--- src/rtl/hazard_sb_pkg.sv ---
// Shared widths, forwarding-select encodings and MDU scoreboard state for hazard_sb.
package hazard_pkg;
  localparam int REG_W = 5;

  typedef logic [1:0] fwd_t;
  localparam fwd_t FWD_NONE = 2'b00;
  localparam fwd_t FWD_M    = 2'b10;
  localparam fwd_t FWD_W    = 2'b01;

  // HI/LO selects use the opposite bit order from the GPR selects
  localparam fwd_t HL_NONE = 2'b00;
  localparam fwd_t HL_M    = 2'b01;
  localparam fwd_t HL_W    = 2'b10;

  typedef enum logic [1:0] {MDU_IDLE, MDU_BUSY, MDU_DONE} mdu_state_e;
endpackage

--- src/rtl/hazard_sb_mdu.sv ---
// Multiply/divide latency scoreboard: holds E stalled until the MDU result is ready.
module mdu_stall_ctr import hazard_pkg::*; #(
  parameter int DIV_CYCLES = 32,
  parameter int MUL_CYCLES = 4
) (
  input  logic clk,
  input  logic rst,
  input  logic start,
  input  logic div,
  input  logic abort,
  output logic stall,
  output logic busy
);
  localparam int MAX_LAT = (DIV_CYCLES > MUL_CYCLES) ? DIV_CYCLES : MUL_CYCLES;
  localparam int CNT_W   = (MAX_LAT > 1) ? $clog2(MAX_LAT) : 1;
  localparam logic [CNT_W-1:0] DIV_LD = CNT_W'(DIV_CYCLES - 1);
  localparam logic [CNT_W-1:0] MUL_LD = CNT_W'(MUL_CYCLES - 1);

  mdu_state_e state, stateNxt;
  logic [CNT_W-1:0] cnt, cntNxt;

  always_ff @(posedge clk) begin
    if (rst) begin
      state <= MDU_IDLE;
      cnt   <= '0;
    end else begin
      state <= stateNxt;
      cnt   <= cntNxt;
    end
  end

  always_comb begin
    stateNxt = state;
    cntNxt   = cnt;
    if (abort) begin
      stateNxt = MDU_IDLE;
      cntNxt   = '0;
    end else begin
      case (state)
        MDU_IDLE: if (start) begin
          stateNxt = MDU_BUSY;
          cntNxt   = div ? DIV_LD : MUL_LD;
        end
        MDU_BUSY: if (cnt == '0) stateNxt = MDU_DONE;
                  else           cntNxt   = cnt - 1'b1;
        MDU_DONE: stateNxt = MDU_IDLE;
        default:  stateNxt = MDU_IDLE;
      endcase
    end
  end

  // DONE releases the stall so the finished op can advance to M
  always_comb begin
    stall = start && (state != MDU_DONE);
    busy  = (state != MDU_IDLE);
  end
endmodule

--- src/rtl/hazard_sb.sv ---
// Pipeline hazard/forwarding controller: per-slot comparators, MDU scoreboard, stall/flush priority.
module hazard_sb import hazard_pkg::*; #(
  parameter int NUM_SRC    = 2,
  parameter int DIV_CYCLES = 32,
  parameter int MUL_CYCLES = 4
) (
  input  logic                     clk,
  input  logic                     rst,
  input  logic [REG_W*NUM_SRC-1:0] SrcD,
  input  logic [REG_W*NUM_SRC-1:0] SrcE,
  input  logic                     BranchD,
  input  logic [REG_W-1:0]         WriteRegE,
  input  logic [REG_W-1:0]         WriteRegM,
  input  logic [REG_W-1:0]         WriteRegW,
  input  logic                     RegWriteE,
  input  logic                     RegWriteM,
  input  logic                     RegWriteW,
  input  logic                     LoadE,
  input  logic                     LoadM,
  input  logic                     MfhiE,
  input  logic                     MfloE,
  input  logic                     HIWriteM,
  input  logic                     HIWriteW,
  input  logic                     LOWriteM,
  input  logic                     LOWriteW,
  input  logic                     MduStartE,
  input  logic                     MduDivE,
  input  logic                     ExcM,
  output logic                     StallF,
  output logic                     StallD,
  output logic                     StallE,
  output logic                     FlushD,
  output logic                     FlushE,
  output logic                     FlushM,
  output logic [NUM_SRC-1:0]       ForwardD,
  output logic [2*NUM_SRC-1:0]     ForwardE,
  output logic [1:0]               ForwardHIE,
  output logic [1:0]               ForwardLOE,
  output logic                     MduBusy
);
  logic [NUM_SRC-1:0] luHit, brHit;
  logic lus, brs, mds;

  genvar i;
  generate
    for (i = 0; i < NUM_SRC; i++) begin : gSrc
      logic [REG_W-1:0] sD, sE;
      fwd_t fe;
      assign sD = SrcD[REG_W*i +: REG_W];
      assign sE = SrcE[REG_W*i +: REG_W];

      assign ForwardD[i] = (sD != '0) && (sD == WriteRegM) && RegWriteM;

      always_comb begin
        fe = FWD_NONE;
        if (sE != '0) begin
          if (sE == WriteRegM && RegWriteM)      fe = FWD_M;
          else if (sE == WriteRegW && RegWriteW) fe = FWD_W;
        end
      end
      assign ForwardE[2*i +: 2] = fe;

      assign luHit[i] = (sD == WriteRegE);
      assign brHit[i] = (sD != '0) &&
                        ((sD == WriteRegE && RegWriteE) || (sD == WriteRegM && LoadM));
    end
  endgenerate

  assign lus = LoadE && (WriteRegE != '0) && (|luHit);
  assign brs = BranchD && (|brHit);

  always_comb begin
    ForwardHIE = HL_NONE;
    ForwardLOE = HL_NONE;
    if (MfhiE) begin
      if (HIWriteM)      ForwardHIE = HL_M;
      else if (HIWriteW) ForwardHIE = HL_W;
    end
    if (MfloE) begin
      if (LOWriteM)      ForwardLOE = HL_M;
      else if (LOWriteW) ForwardLOE = HL_W;
    end
  end

  mdu_stall_ctr #(.DIV_CYCLES(DIV_CYCLES), .MUL_CYCLES(MUL_CYCLES)) uMdu (
    .clk   (clk),
    .rst   (rst),
    .start (MduStartE),
    .div   (MduDivE),
    .abort (ExcM),
    .stall (mds),
    .busy  (MduBusy)
  );

  // LuS/BrS are masked under MdS; they re-evaluate once the MDU releases E
  always_comb begin
    StallF = 1'b0;
    StallD = 1'b0;
    StallE = 1'b0;
    FlushD = 1'b0;
    FlushE = 1'b0;
    FlushM = 1'b0;
    if (ExcM) begin
      FlushD = 1'b1;
      FlushE = 1'b1;
      FlushM = 1'b1;
    end else if (mds) begin
      StallF = 1'b1;
      StallD = 1'b1;
      StallE = 1'b1;
      FlushM = 1'b1;
    end else if (lus || brs) begin
      StallF = 1'b1;
      StallD = 1'b1;
      FlushE = 1'b1;
    end
  end
endmodule

--- config.mk ---
export PLATFORM = sky130hd
export DESIGN_NAME = hazard_sb
export DESIGN_NICKNAME = d
export VERILOG_FILES = /design/src/rtl/hazard_sb_pkg.sv /design/src/rtl/hazard_sb_mdu.sv /design/src/rtl/hazard_sb.sv
export SDC_FILE = /design/constraint.sdc
export NUM_CORES = 1
export LEC_CHECK = 0
export CAP_MARGIN = 10
export CORE_ASPECT_RATIO = 1.2
export CORE_MARGIN = 2
export CORE_UTILIZATION = 37
export DETAILED_ROUTE_END_ITERATION = 6
export GPL_TIMING_DRIVEN = 0
export PLACE_DENSITY = 0.85
export SYNTH_ARGS = -nofsm -noshare
export SYNTH_HDL_FRONTEND = slang
export SYNTH_HIERARCHICAL = 1
export SYNTH_SLANG_ARGS = --single-unit
--- constraint.sdc ---
create_clock -name clk -period 3 [get_ports clk]
set_clock_uncertainty 0.2 [all_clocks]
set_input_delay 0.6 -clock clk [delete_from_list [all_inputs] [get_ports clk]]
set_output_delay 0.6 -clock clk [all_outputs]
set_load 0.05 [all_outputs]
## Word level (Yosys, flattened, before mapping)

Index checks and enable logic that the tools add are counted.

| operators by class | value |
|---|---|
| multiplexer cells | 28 |
| reductions and logical operators | 35 |
| $add $sub $neg | 1 |
| eq/ne operators | 13 |

Operator list:

| kind | count |
|---|---|
| 5-bit equality test | 8 |
| 5-bit nonzero test | 5 |
| 2-bit two-way mux | 12 |
| 1-bit logical AND | 18 |
| 5-bit two-way mux | 3 |
| 1-bit two-way mux | 11 |
| 5-bit case mux with 2 select lines | 1 |
| 2-bit != test, second input constant | 3 |
| 2-bit OR reduction | 3 |
| 5-bit logical NOT | 1 |
| 5-bit by 1-bit subtractor with 5-bit output, second input constant | 1 |
| 2-bit case mux with 2 select lines | 1 |
| 2-bit nonzero test | 2 |
| 1-bit logical OR | 3 |
| 3-bit AND reduction | 1 |
| 2-bit by 1-bit equality test with 1-bit output, second input constant | 1 |
| 2-bit logical NOT | 1 |
| 2-bit by 1-bit != test with 1-bit output, second input constant | 1 |
| 2-bit AND reduction | 1 |

| storage, ports and cells | value |
|---|---|
| register bits | 7 |
| logic and storage cells | 79 |

## Longest topological paths before layout

Gate-level depths: netlist of the first run.

| depth | value |
|---|---|
| depth after elaboration | 10 |
| gate-level depth with buffers | 6 |
| gate-level depth less buffers | 6 |

## Modules after synthesis

The synthesis of the first run kept the hierarchy.

Modules (own cells, without submodules):

| module | cells each | instances | area each (µm²) |
|---|---|---|---|
| hazard_sb | 91 | 1 | 669.4 |
| mdu_stall_ctr | 48 | 1 | 424.2 |

## Least setup slack after synthesis of the first run

Ideal clock, no wire load.

| timing path | value |
|---|---|
| kind | input to output |
| start | in SrcD[6] |
| end | out StallF |
| slack | -430 ps |
| data required time | 2200 ps |
| buffers on the path | 1 |
| stages | 6 |
| data arrival time | 2630 ps |
| cells stage by stage | or4_4 > o211ai_1 > nor4_1 > a311oi_1 > o221ai_1 > buf_4 |

| between the ends | value |
|---|---|
| longest elaborated chain between the ends | 10 |
| elaborated cells between the ends (all ways) | 15 |
| those cells by class | 2 x eq/ne; 3 x mux; 10 x reduce/logical |

RTL lines:

| what | RTL line | RTL |
|---|---|---|
| start: declaration | hazard_sb.sv:9 | `input logic [REG_W*NUM_SRC-1:0] SrcD,` |
| 5-bit equality test, on equally long branches | hazard_sb.sv:63, hazard_sb.sv:65 |  |
| 1-bit logical AND | hazard_sb.sv:65 | `((sD == WriteRegE && RegWriteE) \|\| (sD == WriteRegM && LoadM));` |
| 1-bit logical OR | hazard_sb.sv:65 |  |
| 1-bit logical AND | hazard_sb.sv:64 | `assign brHit[i] = (sD != '0) &&` |
| 2-bit OR reduction | hazard_sb.sv:70 | `assign brs = BranchD && (\|brHit);` |
| 1-bit logical AND | hazard_sb.sv:70 |  |
| 1-bit logical OR * | hazard_sb.sv:112 | `end else if (lus \|\| brs) begin` |
| 1-bit two-way mux * (3 in a row) | -- |  |
| end: declaration | hazard_sb.sv:29 | `output logic StallF,` |

Every way passes the cells marked *; elsewhere a longest branch is shown, timed or not.

## Worst setup path after layout of the first run

| timing path | value |
|---|---|
| start | in WriteRegE[0] |
| end | out StallF |

| between the ends | value |
|---|---|
| longest elaborated chain between the ends | 10 |
| elaborated cells between the ends (all ways) | 18 |
| those cells by class | 2 x eq/ne; 3 x mux; 13 x reduce/logical |

RTL lines:

| what | RTL line | RTL |
|---|---|---|
| start: declaration | hazard_sb.sv:12 | `input logic [REG_W-1:0] WriteRegE,` |
| 5-bit equality test | hazard_sb.sv:63, hazard_sb.sv:65 |  |
| 1-bit logical AND | hazard_sb.sv:65 |  |
| 1-bit logical OR | hazard_sb.sv:65 |  |
| 1-bit logical AND | hazard_sb.sv:64 |  |
| 2-bit OR reduction | hazard_sb.sv:70 |  |
| 1-bit logical AND | hazard_sb.sv:70 |  |
| 1-bit logical OR * | hazard_sb.sv:112 |  |
| 1-bit two-way mux * | hazard_sb.sv:112 |  |
| 1-bit two-way mux * | hazard_sb.sv:107 | `end else if (mds) begin` |
| 1-bit two-way mux * | hazard_sb.sv:103 | `if (ExcM) begin` |

Marks and branches as above.

==> summary.txt, run 1 <==
Hold path
  – Worst min-delay path class: flip-flop to flip-flop

Detailed routing
  – Pre-antenna DRT Iters: 4
  – Via count: 1342
  – Drt initial violations: 26
  – Drt drc: 0
  – Vias per cell: about 5.4
  – Post-DR wirelength/cell: approximately 13 um
  – Routed Wire Length: 3320 um
  – Antenna-violating nets left: 0

Floorplanning
  – I/O Pins: 69
  – Initial Util: 38.9%
  – DIE WIDTH: about 54 um
  – Core ar.: ~2800 um2
  – Vert. Die Dim: between 60 and 70 um
  – Site Rows: 21
  – DIE AREA: around 3400 um2

Yosys
  – Post-Syn Area: 1090 um2
  – Synth Area in Adders: 1.14%
  – Post-Synth Simple-Gate Area: 33.8%
  – Yosys cell types: 40
  – Mux contribution to synthesized area: 0%
  – Yosys reg bits: 7
  – Main combinational cell family by area after synthesis: simple AND/OR/NAND/NOR gates
  – EDFF count, synth: 0
  – Synth Area in Compound Gates: 16.5%
  – Main synth FF type: dfxtp_1
  – Synth warn: 6
  – Syn_nets: 192
  – Register area share after synthesis: 12.8%
  – Avg Inst Size Synth: 7.87 um2
  – XOR/XNOR Fraction of Synth Area: 32.0%
  – Mapped Cells: 139
  – Asr flop ratio synth: 0%

Critical path
  – Crit path top cell by count: buf_4
  – Cells along the critical path: clkdlybuf4s15_1 -> or4_4 -> o21ai_4 -> nor3_2 -> a311oi_1 -> buf_4 -> o221ai_2 -> buf_4 -> buf_8
  – Critical path launch point type: input pin
  – WP data arrival: around 2.4 ns
  – Slowest Stage Delay on Critical Path: about 0.45 ns
  – Critical path class: input pin to output port
  – CP max-delay cell: or4_4
  – Worst R2R Setup Slack: 1.19 ns
  – Worst EP required: 2.20 ns
  – CP endpoint kind: output port
  – CP max FO: 3

Placed design
  – IO buf count: 68
  – Placed cells: 241
  – Place WS: -1.10 ns
  – GPL Wtd Cong: approximately 0.8
  – Post-DP HPWL: 2890 um

Global routing
  – GRT Overall Usage: 20.8%
  – Antenna violations before repair: 0
  – Global-route wire length before repair: ~5500 um
  – Gr ovfl total: 0
  – Number of global-route vias before repair: 1322
  – Maximum number of pins on one net before global-route repair: 10

Timing
  – Top achievable clock speed: 0.316 GHz
  – Least-Margin Pin Slew: 0.510 ns
  – Hold Vio Cnt, Final: 0
  – Relative slew slack: roughly 66%
  – Crit path time final: approximately 3.2 ns
  – RSZ-0062 raised after global routing: true
  – Final worst slack: -0.167 ns
  – Final hold slack: roughly 0.32 ns
  – Setup violators final: 3
  – Tcrit/Tclk final: 106%
  – Final Slew Violations: 0

Cells and area
  – Area added between synthesis and finish: 71.1%
  – Commonest non-fill, non-tap cell in the layout: clkdlybuf4s50_1
  – Final Non-Filler Cells: 247
  – Layout cell share with drive strength beyond 1: 22.1%
  – Final core utilization: 66.5%
  – Most frequent cells in the layout: clkdlybuf4s50_1, xnor2_1, xor2_1
  – Final nets: 267
  – N_diodes: 0

Clock network
  – Clock Tree Buf Depth: 2
  – Clk root buf: clkbuf_4
  – Total CTS buffers: 3
  – CTS Sinks: 7
  – CTS H-Tree Depth: 1
  – Hold-fix buffers, CTS: 0
  – Clock Latency Late Sink: 0.25 ns
  – Clock transition at path regs: approximately 0.050 ns
  – CTS tree: built

Pwr
  – Clock share of power: 19.1%
  – Switch share: approximately two fifths
  – Pwr Total: 0.456 mW
  – Pwr Density: 244 nW/um2
  – Int Power: 0.282 mW
  – Max VDD drop: 0.000214 V
  – Logic pwr share: 58.3%
  – Leak: 0.705 nW
  – Psw: 0.174 mW
  – Sequential share of power: 22.6%

Flow run
  – Number of max-cap violations: 0

Outcome
  – Status: finished with violations
  – Failing checks: negative setup slack
==> final timing paths <==
check	startpoint	end	depth (start not counted)
setup / recovery	WriteRegE[0]	StallF	9
hold / removal	uMdu/cnt[1]	uMdu/cnt[1]	2
setup reg to reg	uMdu/cnt[0]	uMdu/cnt[2]	6
hold reg to reg	uMdu/cnt[1]	uMdu/cnt[1]	2
==> Yosys cell counts (4+ instances only) <==
library cell  count  area [um2]
and2_1            4        25.0
dfxtp_1           7         140
inv_1             6        22.5
nand2_1           7        26.3
nand3_1           5        25.0
nor2_1           13        48.8
or4_1             4        30.0
xnor2_1          27         236
xor2_1           13         114
==> routing by layer <==
metal	vias to the layer above	part of all wire (%)	GRT usage (%)	routed length, um
li1	650	-	-	-
met3	4	6.4	1.90	212
met2	50	53	38.6	1750
met5	-	0	0	0
met4	0	1.0	5.77	34
met1	638	40	23.9	1320
==> worst max-delay path: cells and delay by family <==
family,cells,cell delay [ns]
AOI/OAI and AO/OA,3,0.56
buffers and inverters,4,0.70
and+or+nand+nor,2,0.52
==> flip-flops by register name, indices dropped and copies added, names as in the netlist <==
signal,cells
uMdu/cnt,5
uMdu/state,2
==> power by group through the flow <==
stage / Clock, mW / Sequential [mW] / Combinational, mW
3_3_place_gp: 0 / 0.104 / 0.257
5_1_grt: 0.0935 / 0.104 / 0.284
2_1_floorplan: 0 / 0.104 / 0.139
3_5_place_dp: 0 / 0.105 / 0.265
4_1_cts: 0.0916 / 0.103 / 0.267
6_report: 0.0872 / 0.103 / 0.266
==> layout make-up <==
class | instances | area, um2
buffer | 3 | 18.8
clock buffer | 4 | 26.3
fill | 219 | 941
inverter | 6 | 22.5
multi-input combinational | 123 | 973
sequential | 7 | 140
tap | 34 | 42.5
timing repair buffer | 70 | 647
==> kinds of logic (layout without fill, tap and decap cells) <==
group	after synthesis	after routing
and+or+nand+nor	59	59
AOI/OAI and AO/OA	23	23
xor gates and xnor gates	40	40
adders and majority gates	1	1
buffers and inverters	9	83
DFF	7	7
==> timing repair <==
| action | CTS | global route |
|---|---|---|
| pin swaps | 8 | 0 |
| gates resized for setup | 101 | 6 |
| buffers inserted | 2 | 0 |
| setup endpoints to repair | 11 | 6 |
==> through the flow <==
stage               cell area, um2  setup TNS [ns]
floorplan                     1120          -0.209
global placement              1840           -6.54
detailed placement            1840           -6.69
CTS                           1880          -0.215
global route                  1870          -0.694
finish                        1870          -0.326
Note: power is estimated with default switching activity, not from simulation.
==> run 2: changes to the inputs <==
CORE_MARGIN = not set   (was 2)
==> summary.txt, run 2 (same netlist as run 1, synthesis figures left out) <==
Floorplanning
  – Vert. Die Dim: 61.6 um (-3.1%)
  – Initial Util: 38.9% (unchanged)
  – DIE WIDTH: 51.6 um (-3.7%)
  – DIE AREA: 3180 um2 (-6.8%)
  – I/O Pins: 69 (unchanged)
  – Site Rows: 21 (unchanged)
  – Core ar.: 2810 um2 (unchanged)

Detailed routing
  – Pre-antenna DRT Iters: 4 (unchanged)
  – Drt drc: 0 (unchanged)
  – Post-DR wirelength/cell: 13.9 um (+3.7%)
  – Vias per cell: 5.50 (+1.2%)
  – Drt initial violations: 21 (-19%)
  – Via count: 1375 (+2.5%)
  – Routed Wire Length: 3480 um (+4.9%)
  – Antenna-violating nets left: 0 (unchanged)

Timing
  – Crit path time final: 3.15 ns (-0.0201 ns)
  – Relative slew slack: 66.5% (+0.65 points)
  – Top achievable clock speed: 0.318 GHz (+0.64%)
  – Final worst slack: -0.147 ns (+0.0201 ns)
  – Tcrit/Tclk final: 105% (-0.67 points)
  – Final hold slack: 0.326 ns (+0.00658 ns)
  – Setup violators final: 3 (unchanged)
  – Least-Margin Pin Slew: 0.501 ns (-0.00966 ns)
  – Final Slew Violations: 0 (unchanged)
  – Hold Vio Cnt, Final: 0 (unchanged)
  – RSZ-0062 raised after global routing: true

Critical path
  – Critical path launch point type: input pin
  – Top Family by Delay on Critical Path: compound AO/OA/AOI/OAI gates
  – Crit Reg-Reg Endpoint: uMdu/cnt[2]
  – Buf/Inv on CP: 4 (unchanged)
  – Slowest Stage Delay on Critical Path: 0.52 ns (+0.07 ns)
  – CP endpoint kind: output port
  – Worst-case reg-to-reg path depth: 6 (unchanged)
  – Critical path class: input pin to output port
  – CP max FO: 3 (unchanged)
  – R2r startpoint: uMdu/cnt[0]
  – Worst R2R Setup Slack: 1.15 ns (-0.04 ns)
  – Worst EP required: 2.20 ns (about the same)
  – CP Depth: 9 (unchanged)
  – CP Capture Point: StallF
  – WP data arrival: 2.35 ns (-0.02 ns)
  – Cells along the critical path: buf_8 -> or4_4 -> o211ai_1 -> a2111oi_2 -> a311oi_1 -> buf_4 -> o221ai_4 -> buf_6 -> buf_8
  – CP max-delay cell: or4_4
  – Critical Path Source: SrcD[7]
  – Crit path top cell by count: buf_8

Placed design
  – Post-DP HPWL: 2770 um (-4.2%)
  – IO buf count: 68 (unchanged)
  – GPL Wtd Cong: 0.848 (+5.3%)
  – Placed cells: 241 (unchanged)

Cells and area
  – Area added between synthesis and finish: 74.4%
  – Layout cell share with drive strength beyond 1: 24.5% (+2.5 points)
  – Final Non-Filler Cells: 250 (+1.2%)
  – Most frequent cells in the layout: clkdlybuf4s50_1, xnor2_1, xor2_1
  – Final nets: 270 (+1.1%)
  – Max FFs per register: 5 (unchanged)
  – Fillers: 219 (unchanged)
  – Multi-input gate area: 992 um2 (+1.9%)
  – Largest register by flop count: uMdu/cnt
  – N_diodes: 0 (unchanged)
  – Registers with the most flip-flops: uMdu/cnt (5), uMdu/state (2)
  – Commonest non-fill, non-tap cell in the layout: clkdlybuf4s50_1
  – FF/Latch Area: 140 um2 (unchanged)

Global routing
  – Global-route wire length before repair: 5310 um (-2.9%)
  – Antenna violations before repair: 0 (unchanged)
  – Number of global-route vias before repair: 1278 (-3.3%)
  – Maximum number of pins on one net before global-route repair: 10 (unchanged)
  – Gr ovfl total: 0 (unchanged)
  – GRT Overall Usage: 21.9% (+1.1 points)

Clock network
  – Clock Tree Buf Depth: 2 (unchanged)
  – CTS H-Tree Depth: 1 (unchanged)
  – Clk root buf: clkbuf_4
  – Clock Latency Late Sink: 0.25 ns (about the same)
  – CTS Sinks: 7 (unchanged)
  – Hold-fix buffers, CTS: 0 (unchanged)
  – CTS tree: built
  – Clock transition at path regs: 0.05 ns (about the same)
  – Total CTS buffers: 3 (unchanged)

Pwr
  – Pwr Total: 0.463 mW (+1.5%)
  – Clock share of power: 18.2% (-0.9 points)
  – Logic pwr share: 59.5% (+1.2 points)
  – Psw: 0.178 mW (+2.2%)
  – Sequential share of power: 22.3% (-0.3 points)
  – Pwr Density: 243 nW/um2 (-0.42%)
  – Int Power: 0.285 mW (+1.1%)
  – Leak: 0.723 nW (+2.6%)
  – Max VDD drop: 0.000176 V (-18%)
  – Switch share: 38.4% (+0.25 points)

Outcome
  – Failing checks: negative setup slack
  – Status: finished with violations

Flow run
  – Number of max-cap violations: 0 (unchanged)

Hold path
  – Worst min-delay path class: flip-flop to flip-flop
==> run 2: cell type report <==
| cell class | count | share of cell area [%] |
|---|---|---|
| multi-input cells | 123 | 52.0 |
| repair buffers | 73 | 34.6 |
| flip-flops and latches | 7 | 7.35 |
| well taps | 34 | 2.23 |
| clock buffers | 4 | 1.38 |
| plain buffers | 3 | 1.18 |
| inverters | 6 | 1.18 |
==> run 2: repair_timing <==
| item | in CTS | in global routing |
|---|---|---|
| resized for setup | 100 | 16 |
| pin swaps | 7 | 6 |
| setup buffers | 3 | 2 |
| setup endpoints to repair | 11 | 10 |
==> run 2: stage by stage <==
step                cell area (um2)  TNS (ns)  worst slack [ns]  util (%)
floorplan                      1120    -0.209            -0.156         -
global placement               1840     -6.56             -1.12      65.5
detailed placement             1840     -6.77             -1.12      65.5
CTS                            1900    -0.215            -0.125      67.7
global route                   1910    -0.486            -0.195      67.8
finish                         1910    -0.340            -0.147      67.8
==> run 2: power groups by stage <==
stage	combinational (mW)	sequential (mW)	clock, mW
after floorplan	0.139	0.104	0
after global placement	0.257	0.104	0
after detailed placement	0.264	0.105	0
after CTS	0.267	0.103	0.0894
after global routing	0.292	0.104	0.0964
final	0.275	0.103	0.0842
==> run 2: how the worst min path moves through the flow <==
stage | start | endpoint | cells after the start
floorplan | uMdu/cnt[1] | uMdu/cnt[1] | 2
global placement | uMdu/cnt[1] | uMdu/cnt[1] | 2
detailed placement | uMdu/cnt[4] | uMdu/cnt[4] | 2
CTS | uMdu/cnt[4] | uMdu/cnt[4] | 2
global route | uMdu/cnt[0] | uMdu/cnt[0] | 2
finish | uMdu/cnt[4] | uMdu/cnt[4] | 2
==> run 2: routing by layer <==
layer	GRT usage (%)	vias up	part of all wire, %
met5	0	-	0
met4	9.27	0	2.7
met3	2.47	15	8.0
met2	42.5	84	52
met1	23.9	620	37
li1	-	656	-
==> run 2: worst min-delay path: cells and delay by family (launching register included) <==
| family | cells | cell delay [ns] |
|---|---|---|
| DFF | 1 | 0.33 |
| AOI/OAI and AO/OA | 2 | 0.14 |
==> run 3: changes to the inputs <==
--- a/config.mk
+++ b/config.mk
@@ -12,3 +12,3 @@
 export GPL_TIMING_DRIVEN = 0
-export PLACE_DENSITY = 0.85
+export PLACE_DENSITY = 0.81
 export SYNTH_ARGS = -nofsm -noshare
--- a/constraint.sdc
+++ b/constraint.sdc
@@ -4,2 +4,2 @@
 set_output_delay 0.6 -clock clk [all_outputs]
-set_load 0.05 [all_outputs]
+set_load 0.01 [all_outputs]
==> summary.txt, run 3 (same netlist as run 1, synthesis figures left out) <==
Outcome
  – Status: finished with violations
  – Failing checks: negative setup slack

Floorplanning
  – I/O Pins: 69 (unchanged)
  – Initial Util: 38.9% (unchanged)
  – Site Rows: 21 (unchanged)
  – DIE AREA: 3180 um2 (unchanged)
  – Vert. Die Dim: 61.6 um (unchanged)
  – Core ar.: 2810 um2 (unchanged)
  – DIE WIDTH: 51.6 um (unchanged)

Placed design
  – GPL Wtd Cong: 0.879 (+3.6%)
  – Post-DP HPWL: 2680 um (-3.2%)
  – Place WS: -0.894 ns (+0.221 ns)
  – IO buf count: 68 (unchanged)

Cells and area
  – Registers with the most flip-flops: uMdu/cnt (5), uMdu/state (2)
  – Most frequent cells in the layout: clkdlybuf4s50_1, xnor2_1, xor2_1
  – Final nets: 268 (-0.74%)
  – Max FFs per register: 5 (unchanged)
  – Area added between synthesis and finish: 75.7%
  – Largest register by flop count: uMdu/cnt
  – N_diodes: 0 (unchanged)
  – Layout cell share with drive strength beyond 1: 20.6% (-4.0 points)
  – Final core utilization: 68.4% (+0.53 points)
  – Commonest non-fill, non-tap cell in the layout: clkdlybuf4s50_1
  – Fillers: 222 (+1.4%)

Timing
  – Least-Margin Pin Slew: 0.397 ns (-0.104 ns)
  – Setup violators final: 3 (unchanged)
  – Final Slew Violations: 0 (unchanged)
  – Relative slew slack: 73.5% (+7.0 points)
  – Hold Vio Cnt, Final: 0 (unchanged)
  – Tcrit/Tclk final: 104% (-0.97 points)
  – Final hold slack: 0.334 ns (+0.00776 ns)
  – RSZ-0062 raised after global routing: true
  – Final worst slack: -0.118 ns (+0.0291 ns)
  – Crit path time final: 3.12 ns (-0.0291 ns)
  – Setup TNS: -0.244 ns (+0.0962 ns)
  – Top achievable clock speed: 0.321 GHz (+0.93%)

Detailed routing
  – Antenna-violating nets left: 0 (unchanged)
  – Via count: 1327 (-3.5%)
  – Vias per cell: 5.35 (-2.7%)
  – Drt initial violations: 34 (+62%)
  – Post-DR wirelength/cell: 13.6 um (-2.5%)
  – Drt drc: 0 (unchanged)
  – Routed Wire Length: 3370 um (-3.3%)
  – Pre-antenna DRT Iters: 4 (unchanged)

Critical path
  – R2r startpoint: uMdu/cnt[0]
  – Critical path class: input pin to output port
  – Crit Reg-Reg Endpoint: uMdu/cnt[2]
  – Worst EP required: 2.20 ns (about the same)
  – CP endpoint kind: output port
  – Worst-case reg-to-reg path depth: 6 (unchanged)
  – Critical Path Source: WriteRegE[0]
  – CP Capture Point: StallF
  – Critical path launch point type: input pin
  – Worst R2R Setup Slack: 1.14 ns (about the same)
  – CP max FO: 3 (unchanged)
  – WP data arrival: 2.32 ns (-0.03 ns)

Clock network
  – CTS H-Tree Depth: 1 (unchanged)
  – Clock transition at path regs: 0.05 ns (about the same)
  – CTS tree: built
  – Clock Tree Buf Depth: 2 (unchanged)
  – Clock Latency Late Sink: 0.25 ns (about the same)
  – Total CTS buffers: 3 (unchanged)
  – Clk root buf: clkbuf_4
  – Hold-fix buffers, CTS: 0 (unchanged)
  – CTS Sinks: 7 (unchanged)

Global routing
  – Maximum number of pins on one net before global-route repair: 10 (unchanged)
  – GRT Overall Usage: 21.2% (-0.75 points)
  – Gr ovfl total: 0 (unchanged)
  – Number of global-route vias before repair: 1271 (-0.55%)
  – Antenna violations before repair: 0 (unchanged)
  – Global-route wire length before repair: 5130 um (-3.3%)

Flow run
  – Number of max-cap violations: 0 (unchanged)

Pwr
  – Pwr Density: 224 nW/um2 (-7.9%)
  – Leak: 0.770 nW (+6.4%)
  – Clock share of power: 20.0% (+1.8 points)
  – Switch share: 34.2% (-4.2 points)
  – Logic pwr share: 56.0% (-3.5 points)
  – Int Power: 0.283 mW (-0.81%)
  – Psw: 0.147 mW (-17%)
  – Sequential share of power: 24.0% (+1.7 points)
  – Max VDD drop: 0.000153 V (-13%)
  – Pwr Total: 0.430 mW (-7.2%)

Hold path
  – Worst min-delay path class: flip-flop to flip-flop
  – Worst Hold Launch: uMdu/cnt[4]
run 3: changes by cell type in the layout (fill, tap and decap cells not counted), moves of 3 or more:
cell and delta:
buf_2 -4, dlygate4sd2_1 +4, dlymetal6s2s_1 +4, buf_4 -3
run 3: final cells by class:
type                            instances  area [um2]  share of cell area, %
Sequential cell                         7         140                   7.29
Clock buffer                            4        26.3                   1.37
Multi-Input combinational cell        123        1010                   52.3
Inverter                                6        22.5                   1.17
Tap cell                               34        42.5                   2.21
Timing Repair Buffer                   71         666                   34.6
Buffer                                  3        18.8                  0.977
run 3: timing repair:
item	4_1_cts	5_1_grt
resized for setup	74	10
pin swaps	10	10
setup buffers	2	1
endpoints found under the setup margin	11	7
run 3: layer usage:
metal / vias to the layer above / share of wire [%] / GRT usage [%]
met5: - / 0 / 0
met4: 0 / 1.3 / 8.49
met3: 6 / 4.3 / 1.98
met2: 44 / 56 / 42.1
met1: 623 / 38 / 22.7
li1: 654 / - / -
run 3: power by group through the flow:
stage                     clock (mW)  sequential [mW]  combinational [mW]
after floorplan                    0            0.104               0.105
after global placement             0            0.104               0.223
after CTS                     0.0912            0.103               0.233
after global routing          0.0970            0.104               0.261
final                         0.0859            0.103               0.241
after detailed placement           0            0.105               0.231
run 3: how the worst min path moves through the flow:
stage | end | slack [ns] | depth (start not counted)
floorplan | uMdu/cnt[1] | 0.29 | 2
global placement | uMdu/cnt[1] | 0.30 | 2
detailed placement | uMdu/cnt[1] | 0.31 | 2
CTS | uMdu/cnt[1] | 0.32 | 2
global route | uMdu/cnt[4] | 0.37 | 2
finish | uMdu/cnt[4] | 0.33 | 2
run 3: stage by stage:
step / instance area [um2] / std cells
global route: 1920 / 248
global placement: 1820 / 241
finish: 1920 / 248
detailed placement: 1820 / 241
floorplan: 1090 / 139
CTS: 1880 / 247
run 3: critical path, stage by stage:
cell and delay [ns]:
clkdlybuf4s15_1 0.23, or4_4 0.45, o21ai_4 0.21, a2111oi_4 0.11
a311oi_2 0.31, o221ai_2 0.13, buf_4 0.15, buf_6 0.11
